===== config.mk =====
export PLATFORM = sky130hd
export DESIGN_NAME = intersection_phase_scheduler
export DESIGN_NICKNAME = d
export VERILOG_FILES = /design/src/rtl/intersection_phase_scheduler_pkg.sv /design/src/rtl/intersection_phase_scheduler_phase_timer.sv /design/src/rtl/intersection_phase_scheduler.sv
export SDC_FILE = /design/constraint.sdc
export NUM_CORES = 1
export LEC_CHECK = 0
export ABC_AREA = 1
export CORE_ASPECT_RATIO = 0.8
export CORE_MARGIN = 1
export CORE_UTILIZATION = 54
export DETAILED_ROUTE_END_ITERATION = 8
export PLACE_DENSITY = 0.9
export SYNTH_ARGS = -nofsm -noshare
export SYNTH_HDL_FRONTEND = slang
export SYNTH_SLANG_ARGS = --single-unit

===== constraint.sdc =====
create_clock -name clk -period 2.79 [get_ports clk]
set_clock_uncertainty 0.1 [all_clocks]
set_input_delay 0.558 -clock clk [delete_from_list [all_inputs] [get_ports clk]]
set_output_delay 0.558 -clock clk [all_outputs]
set_load 0.1 [all_outputs]

===== src/rtl/intersection_phase_scheduler_pkg.sv =====
// Shared encodings for the intersection phase scheduler: light commands,
// scheduler states and phase indices.
package signal_pkg;

  localparam int NUM_PHASES = 3;

  typedef enum logic [1:0] {
    ST_INIT = 2'd0,
    ST_GO   = 2'd1,
    ST_YEL  = 2'd2,
    ST_CLR  = 2'd3
  } state_e;

  typedef enum logic [1:0] {
    L12_RED    = 2'd0,
    L12_YELLOW = 2'd1,
    L12_GO     = 2'd2
  } l12_cmd_e;

  typedef enum logic [2:0] {
    L3_RED        = 3'd0,
    L3_YELLOW     = 3'd1,
    L3_GREEN      = 3'd2,
    L3_LEFT       = 3'd3,
    L3_GREEN_LEFT = 3'd4
  } l3_cmd_e;

  localparam logic [1:0] PH_L1 = 2'd0;
  localparam logic [1:0] PH_L2 = 2'd1;
  localparam logic [1:0] PH_L3 = 2'd2;

  // Round-robin successor over the three phases.
  function automatic logic [1:0] next_phase_of(input logic [1:0] p);
    return (p == PH_L3) ? PH_L1 : p + 2'd1;
  endfunction

endpackage


===== src/rtl/intersection_phase_scheduler_phase_timer.sv =====
// Saturating state timer with synchronous clear and a terminal compare
// against a limit chosen by the scheduler for the current state.
module phase_timer #(
  parameter int CNT_W = 6
) (
  input  logic             clk,
  input  logic             rst_n,
  input  logic             clear,
  input  logic             enable,
  input  logic [CNT_W-1:0] limit,
  output logic [CNT_W-1:0] count,
  output logic             at_limit
);

  always_ff @(posedge clk or negedge rst_n) begin
    if (!rst_n) begin
      count <= '0;
    end else if (clear) begin
      count <= '0;
    end else if (enable && (count != {CNT_W{1'b1}})) begin
      count <= count + CNT_W'(1);
    end
  end

  // ">=" rather than "==" so a GO held past its nominal time still releases.
  assign at_limit = (count >= limit);

endmodule


===== src/rtl/intersection_phase_scheduler.sv =====
// Demand-driven three-phase intersection sequencer with demand latching,
// phase skipping, fixed yellow/all-red clearance and emergency preemption.
module intersection_phase_scheduler
  import signal_pkg::*;
#(
  parameter int GO_TIME  = 20,
  parameter int YEL_TIME = 3,
  parameter int CLR_TIME = 2,
  parameter int INIT_RED = 4,
  parameter int MIN_GO   = 5,
  parameter int SKIP_EN  = 1,
  parameter int CNT_W    = 6
) (
  input  logic       clk,
  input  logic       reset,
  input  logic [2:0] demand,
  input  logic       emg_req,
  input  logic [1:0] emg_phase,
  output logic [1:0] L1_cmd,
  output logic [1:0] L2_cmd,
  output logic [2:0] L3_cmd,
  output logic [1:0] cur_phase,
  output logic [1:0] cur_state,
  output logic       emg_active
);

  state_e           state_q, state_d;
  logic [1:0]       phase_q, phase_d;
  logic [2:0]       dem_q, dem_d;
  logic [1:0]       sel_phase;
  logic [CNT_W-1:0] timer, limit;
  logic             at_limit, timer_clear;
  logic             emg_valid, hold, truncate, enter_go;
  logic [1:0]       l1_d, l2_d;
  logic [2:0]       l3_d;
  logic             emg_d;

  phase_timer #(.CNT_W(CNT_W)) u_timer (
    .clk      (clk),
    .rst_n    (reset),
    .clear    (timer_clear),
    .enable   (1'b1),
    .limit    (limit),
    .count    (timer),
    .at_limit (at_limit)
  );

  assign emg_valid = emg_req && (emg_phase != 2'd3);
  assign hold      = (state_q == ST_GO) && emg_valid && (emg_phase == phase_q);
  assign truncate  = (state_q == ST_GO) && emg_valid && (emg_phase != phase_q) &&
                     (timer >= CNT_W'(MIN_GO - 1));

  always_comb begin
    limit = CNT_W'(INIT_RED - 1);
    case (state_q)
      ST_GO:   limit = CNT_W'(GO_TIME - 1);
      ST_YEL:  limit = CNT_W'(YEL_TIME - 1);
      ST_CLR:  limit = CNT_W'(CLR_TIME - 1);
      default: limit = CNT_W'(INIT_RED - 1);
    endcase
  end

  // Next phase: emergency first, then latched demand searched from the
  // phase after the current one (current phase last), else plain recall.
  always_comb begin
    logic [1:0] cand;
    logic       found;
    sel_phase = next_phase_of(phase_q);
    cand      = phase_q;
    found     = 1'b0;
    if (emg_valid) begin
      sel_phase = emg_phase;
    end else if ((SKIP_EN != 0) && (dem_q != 3'b000)) begin
      for (int i = 0; i < NUM_PHASES; i++) begin
        cand = next_phase_of(cand);
        if (!found && dem_q[cand]) begin
          sel_phase = cand;
          found     = 1'b1;
        end
      end
    end
  end

  always_comb begin
    state_d = state_q;
    phase_d = phase_q;
    case (state_q)
      ST_INIT: begin
        if (at_limit) begin
          state_d = ST_GO;
          phase_d = sel_phase;
        end
      end
      ST_GO: begin
        if (!hold && (truncate || at_limit)) state_d = ST_YEL;
      end
      ST_YEL: begin
        if (at_limit) state_d = ST_CLR;
      end
      ST_CLR: begin
        if (at_limit) begin
          state_d = ST_GO;
          phase_d = sel_phase;
        end
      end
      default: state_d = ST_INIT;
    endcase
    timer_clear = (state_d != state_q);
    enter_go    = (state_q != ST_GO) && (state_d == ST_GO);
  end

  // The clear of the phase being served overrides a same-cycle request.
  always_comb begin
    dem_d = dem_q | demand;
    if (enter_go) dem_d = dem_d & ~(3'b001 << phase_d);
  end

  always_comb begin
    l1_d  = L12_RED;
    l2_d  = L12_RED;
    l3_d  = L3_RED;
    emg_d = 1'b0;
    if (state_d == ST_GO) begin
      case (phase_d)
        PH_L1:   l1_d = L12_GO;
        PH_L2:   l2_d = L12_GO;
        default: l3_d = L3_GREEN_LEFT;
      endcase
      emg_d = emg_valid && (emg_phase == phase_d);
    end else if (state_d == ST_YEL) begin
      case (phase_d)
        PH_L1:   l1_d = L12_YELLOW;
        PH_L2:   l2_d = L12_YELLOW;
        default: l3_d = L3_YELLOW;
      endcase
    end
  end

  always_ff @(posedge clk or negedge reset) begin
    if (!reset) begin
      state_q    <= ST_INIT;
      phase_q    <= PH_L3;
      dem_q      <= 3'b000;
      L1_cmd     <= L12_RED;
      L2_cmd     <= L12_RED;
      L3_cmd     <= L3_RED;
      emg_active <= 1'b0;
    end else begin
      state_q    <= state_d;
      phase_q    <= phase_d;
      dem_q      <= dem_d;
      L1_cmd     <= l1_d;
      L2_cmd     <= l2_d;
      L3_cmd     <= l3_d;
      emg_active <= emg_d;
    end
  end

  assign cur_state = state_q;
  assign cur_phase = phase_q;

endmodule


Word level (Yosys, flattened, before mapping)
Index checks and enable logic that the tools add are counted.
Widths: inputs -> output; s select.
Word-level totals
  register bits after elaboration: 21
  input port bits: 8
  output and inout bits: 12
  logic and storage cells: 99
Operators by class
  add/subtract/negate cells: 4
  $lt $le $gt $ge: 5
  equal/unequal tests: 16
  shift operators: 1
  mux-type cells: 42
  bitwise gates (word level): 3
  reductions and logical operators: 20
Operators with widths (count)
  $mux 2: 16
  $mux 1: 16
  $pmux 5 s3: 1
  $eq 2x2->1 const B: 6
  $mux 6: 2
  $logic_and 1x1->1: 10
  $lt 2x3->1 const B: 3
  $mux 3: 3
  $add 2x1->2 const B: 3
  $add 6x1->6 const B: 1
  $bmux 1 s2: 3
  $eq 2x1->1 const B: 3
  $ge 6x3->1 const B: 1
  $ge 6x5->1: 1
  $ne 6x6->1 const B: 1
  $pmux 2 s3: 1
  $eq 2x2->1: 2
  $logic_not 2->1: 2
  $ne 2x2->1: 2
  $reduce_or 2->1: 2
  $and 3x3->3: 1
  $logic_not 1->1: 3
  $not 3->3: 1
  $or 3x3->3: 1
  6 further kinds: 6

Depth between registers and ports, before layout
  depth in word-level cells: 24
  mapped depth: 17

By module
Synthesis repeated with hierarchy kept, for this count alone.
Second synthesis, totals
  cells, all modules: 205
  area, all modules: 1542.7 um2
Modules (own cells, without submodules)
  intersection_phase_scheduler: instances 1, cells each 137, area an instance 1022.2 um2, sequential area each 351.6 um2
  phase_timer: instances 1, cells each 68, area an instance 520.5 um2, sequential area each 150.1 um2

Least setup slack after synthesis
Ideal clock, no wire load.
  path type: register to register
  start point: register state_q[0], in the netlist cur_state[0]
  end point: register u_timer.count[2]
  setup time: 0.121 ns
  arrival: 2.647 ns
  required time: 2.569 ns
  path slack: -0.078 ns
  cell stages (with the launch flop): 15
  path buffers: 0
  cell sequence: dfrtp_1 > inv_1 > ha_1 > inv_1 > ha_1 > o21ai_0 > nand2_1 > nand2_1 > nand2_2 > o21ai_0 > nand2_2 > inv_2 > nand2_1 > nand3_2 > nor2_1
Between the ends
  cells in the longest elaborated chain, start to end: 10
  elaborated cells on any way between the ends: 21
  classes of those cells: order compare (1); eq/ne (4); mux (6); reduce/logical (10)
RTL lines
  from (decl): line intersection_phase_scheduler.sv:27  | state_e state_q, state_d;
  from (signal assigned): line intersection_phase_scheduler.sv:149  | state_q <= state_d;
  parallel branches: the longest is 7 deep, another holds $ge 6x5->1
  $pmux 2 s3 *: line intersection_phase_scheduler.sv:87  | case (state_q)
  named net state_d[1]: line intersection_phase_scheduler.sv:27
  $ne 2x2->1 *: line intersection_phase_scheduler.sv:108  | timer_clear = (state_d != state_q);
  $mux 6 or $reduce_bool 2->1 (tied branches)
  to (signal assigned): line intersection_phase_scheduler_phase_timer.sv:21  | count <= count + CNT_W'(1);
  to (decl): line intersection_phase_scheduler_phase_timer.sv:11  | output logic [CNT_W-1:0] count,
Mark *: on every way through the listed nets, which the timed path passes.
A chain may end at the register's enable or synchronous reset.

Worst setup path after layout
  start point: register state_q[0], in the netlist cur_state[0]
  end point: register emg_active
Between the ends
  cells in the longest elaborated chain, start to end: 10
  elaborated cells on any way between the ends: 24
  classes of those cells: order compare (1); eq/ne (5); mux (8); reduce/logical (10)
RTL lines
  parallel branches: the longest is 9 deep, another holds $ge 6x5->1
  $mux 1 *: line intersection_phase_scheduler.sv:123  | if (state_d == ST_GO) begin
  named net emg_d: line intersection_phase_scheduler.sv:36  | logic emg_d;
  to (signal assigned): line intersection_phase_scheduler.sv:155  | emg_active <= emg_d;
  to (decl): line intersection_phase_scheduler.sv:24  | output logic emg_active
Marks and branches as above.

==> impl_metrics.env <==
export IMPL_met1_usage_pct=30.34
export IMPL_hold_violations=0
export IMPL_start_kind="flop"
export IMPL_start_util_pct=57.62
export IMPL_clockBufferDepth=2
export IMPL_ys_async_sr_fraction_pct=100.0
export IMPL_overflow=0
export IMPL_synth_seq_cells=20
export IMPL_finalWorstPathRequiredPeriod_ns=2.410
export IMPL_drt_pre_antenna_iters=4
export IMPL_postCtsHoldBufs=0
export IMPL_num_antenna_cells=0
export IMPL_antenna_found_initial=0
export IMPL_status="finished, final reports clean"
export IMPL_reg2reg_depth=14
export IMPL_wl_per_cell_um=11.11
export IMPL_synthMostInstantiatedCell="nand2_1"
export IMPL_rsz0062_at_grt="no"
export IMPL_reg2reg_to="emg_active"
export IMPL_ys_flop_type="dfrtp_1"
export IMPL_grt_pass1_vias=987
export IMPL_core_mm2=0.002462
export IMPL_grt_pass1_wl_um=4195
export IMPL_ys_warn_count=0
export IMPL_min_path_type="in -> async"
export IMPL_drt_iter0_drc=31
export IMPL_crit_path_end_kind="flop"
export IMPL_met2_usage_pct=31.91
export IMPL_io_pins=20
export IMPL_syn_nets=197
export IMPL_dr_total_vias=1171
export IMPL_drive_gt1_share_pct=26.37
export IMPL_synth_edff_count=0
export IMPL_postCtsSetupRepairBufs=0
export IMPL_fin_setup_tns_ns=0
export IMPL_busiest_layer="met2"
export IMPL_root_buffer="clkbuf_4"
export IMPL_drv_slew=0
export IMPL_synthTopCellsByArea="dfrtp_1, nand2_1, ha_1, nand3_1, nor2_1"
export IMPL_regToRegSetupSlack_ns=0.38
export IMPL_drtAntennaViolNets=0
export IMPL_numCtsBuffers=3
export IMPL_maxCapViolCount=0
export IMPL_setup_violations_final=0
export IMPL_hpwl_um=2038
export IMPL_fin_nets=218
export IMPL_fp_row_count=16
export IMPL_yosys_area_top_type="dfrtp_1"
export IMPL_grt_start_max_net_pins=21
export IMPL_totalWireLength_um=2632
export IMPL_syn_area_per_cell_um2=7.839
export IMPL_clock_latency_ns=0.30
export IMPL_syn_area_mm2=0.001419
export IMPL_die_h_um=47.85
export IMPL_yosys_top_cells_count="nand2_1, nor2_1, inv_1, dfrtp_1, nand3_1"
export IMPL_port_buffer_count=18
export IMPL_fmax_mhz=414.9
export IMPL_worstReg2RegStart="cur_state[0]"
export IMPL_cts_htree_levels=1
export IMPL_worstPathArrival_ns=2.51
export IMPL_synth_top_area_share_pct=33.51
export IMPL_place_gp_congestion=0.8155
export IMPL_grt_use_met3_pct=1.622
export IMPL_via_per_inst=4.941
export IMPL_cp_max_fo=7
export IMPL_clock_sinks=20
export IMPL_grtUsageTotal_pct=19.93
export IMPL_die_w_um=59.31
export IMPL_drc=0
export IMPL_clk_pin_slew_worst_paths_ns=0.11
export IMPL_cts_tree="built"
export IMPL_worstPathRequired_ns=2.89
export IMPL_layout_worst_path_cycle_share_pct=86.39
export IMPL_area_growth_pct=16.14
export IMPL_cts_resized=0
export IMPL_dieArea_mm2=0.002838
export IMPL_critPathKind="reg -> reg"
export IMPL_syn_inst=181
export IMPL_synthDistinctLibCells=31
export IMPL_seq_area_frac_synth_pct=35.36
[metal layers]
layer | share of wire, % | routed length, um
met5 | 0 | 0
met4 | 0.61 | 16
met3 | 3.5 | 93
met2 | 44 | 1146
met1 | 52 | 1376
[cells in the final DEF, fill, tap and decap left out, types with 2 or more instances in the layout]
| master | netlist | final |
|---|---|---|
| nand2_1 | 33 | 33 |
| nor2_1 | 24 | 24 |
| inv_1 | 20 | 20 |
| dfrtp_1 | 19 | 18 |
| nand3_1 | 18 | 18 |
| buf_4 | 1 | 12 |
| nand2_2 | 10 | 10 |
| ha_1 | 8 | 8 |
| clkdlybuf4s50_1 | 0 | 7 |
| inv_2 | 5 | 5 |
| nand2_4 | 5 | 5 |
| a21oi_1 | 5 | 5 |
| o21ai_0 | 4 | 4 |
| nand3_2 | 3 | 3 |
| clkbuf_4 | 0 | 3 |
| nor2_4 | 2 | 2 |
| nor2_2 | 2 | 2 |
| nand4_1 | 2 | 2 |
| o21ai_2 | 2 | 2 |
| xnor2_1 | 2 | 2 |
| or2_2 | 2 | 2 |
| xor2_1 | 2 | 2 |
[cell families (layout without fill, tap and decap cells)]
family / after synthesis / in the layout / synth area share (%)
other cells: 1 / 1 / 0.2643
buf+inv: 29 / 49 / 9.348
compound gates: 13 / 13 / 5.468
fa+ha+maj: 8 / 8 / 7.055
simple gates: 105 / 105 / 38.89
xor+xnor: 5 / 5 / 3.616
flops: 20 / 20 / 35.36
[stage by stage]
stage	instances	utilization, %	setup slack [ns]	hold WS, ns	area, um^2
floorplan	181	-	0.09231	0.1624	1420
global placement	233	64.79	0.4493	0.4826	1595
detailed placement	233	64.79	0.3822	0.4796	1595
CTS	237	66.92	0.3573	0.4896	1648
global route	237	66.92	0.04934	0.5162	1648
finish	237	66.92	0.3796	0.4754	1648
[worst max-delay path, stage by stage (launching register included)]
cell and delay (ns):
dfrtp_2 0.47, inv_1 0.15, ha_1 0.19, inv_1 0.05, ha_1 0.26, o21ai_0 0.15, nand2_1 0.07, nand2_1 0.09
nand2_2 0.08, o21ai_0 0.23, nand2_2 0.13, nand2_1 0.16, nor2_1 0.07, nand3_1 0.08, nor2_1 0.05
[registers in the layout, indices dropped and copies added, names as in the netlist]
name	count
L1_cmd	2
L3_cmd	2
emg_active	1
L2_cmd	2
dem_q	3
u_timer.count	6
cur_state	2
cur_phase	2
[final cells by class]
class                           instances  area [um^2]
Multi-Input combinational cell        132        784.5
Sequential cell                        20        503.0
Fill cell                             209        814.5
Tap cell                               36        45.04
Inverter                               26        102.6
Timing Repair Buffer                   19        160.2
Clock inverter                          1        30.03
Clock buffer                            3        22.52
[worst max path at each step]
stage / startpoint / end / slack (ns)
6_report: cur_state[0] / emg_active / 0.38
5_1_grt: cur_state[0] / emg_active / 0.05
4_1_cts: cur_state[0] / emg_active / 0.36
2_1_floorplan: cur_state[1] / u_timer.count[2] / 0.09
3_3_place_gp: emg_phase[0] / emg_active / 0.45
3_5_place_dp: emg_phase[1] / emg_active / 0.38
Power is left out: the tool's default activity adds up to more than one toggle a clock period on the data nets, which glitch-free logic cannot reach.
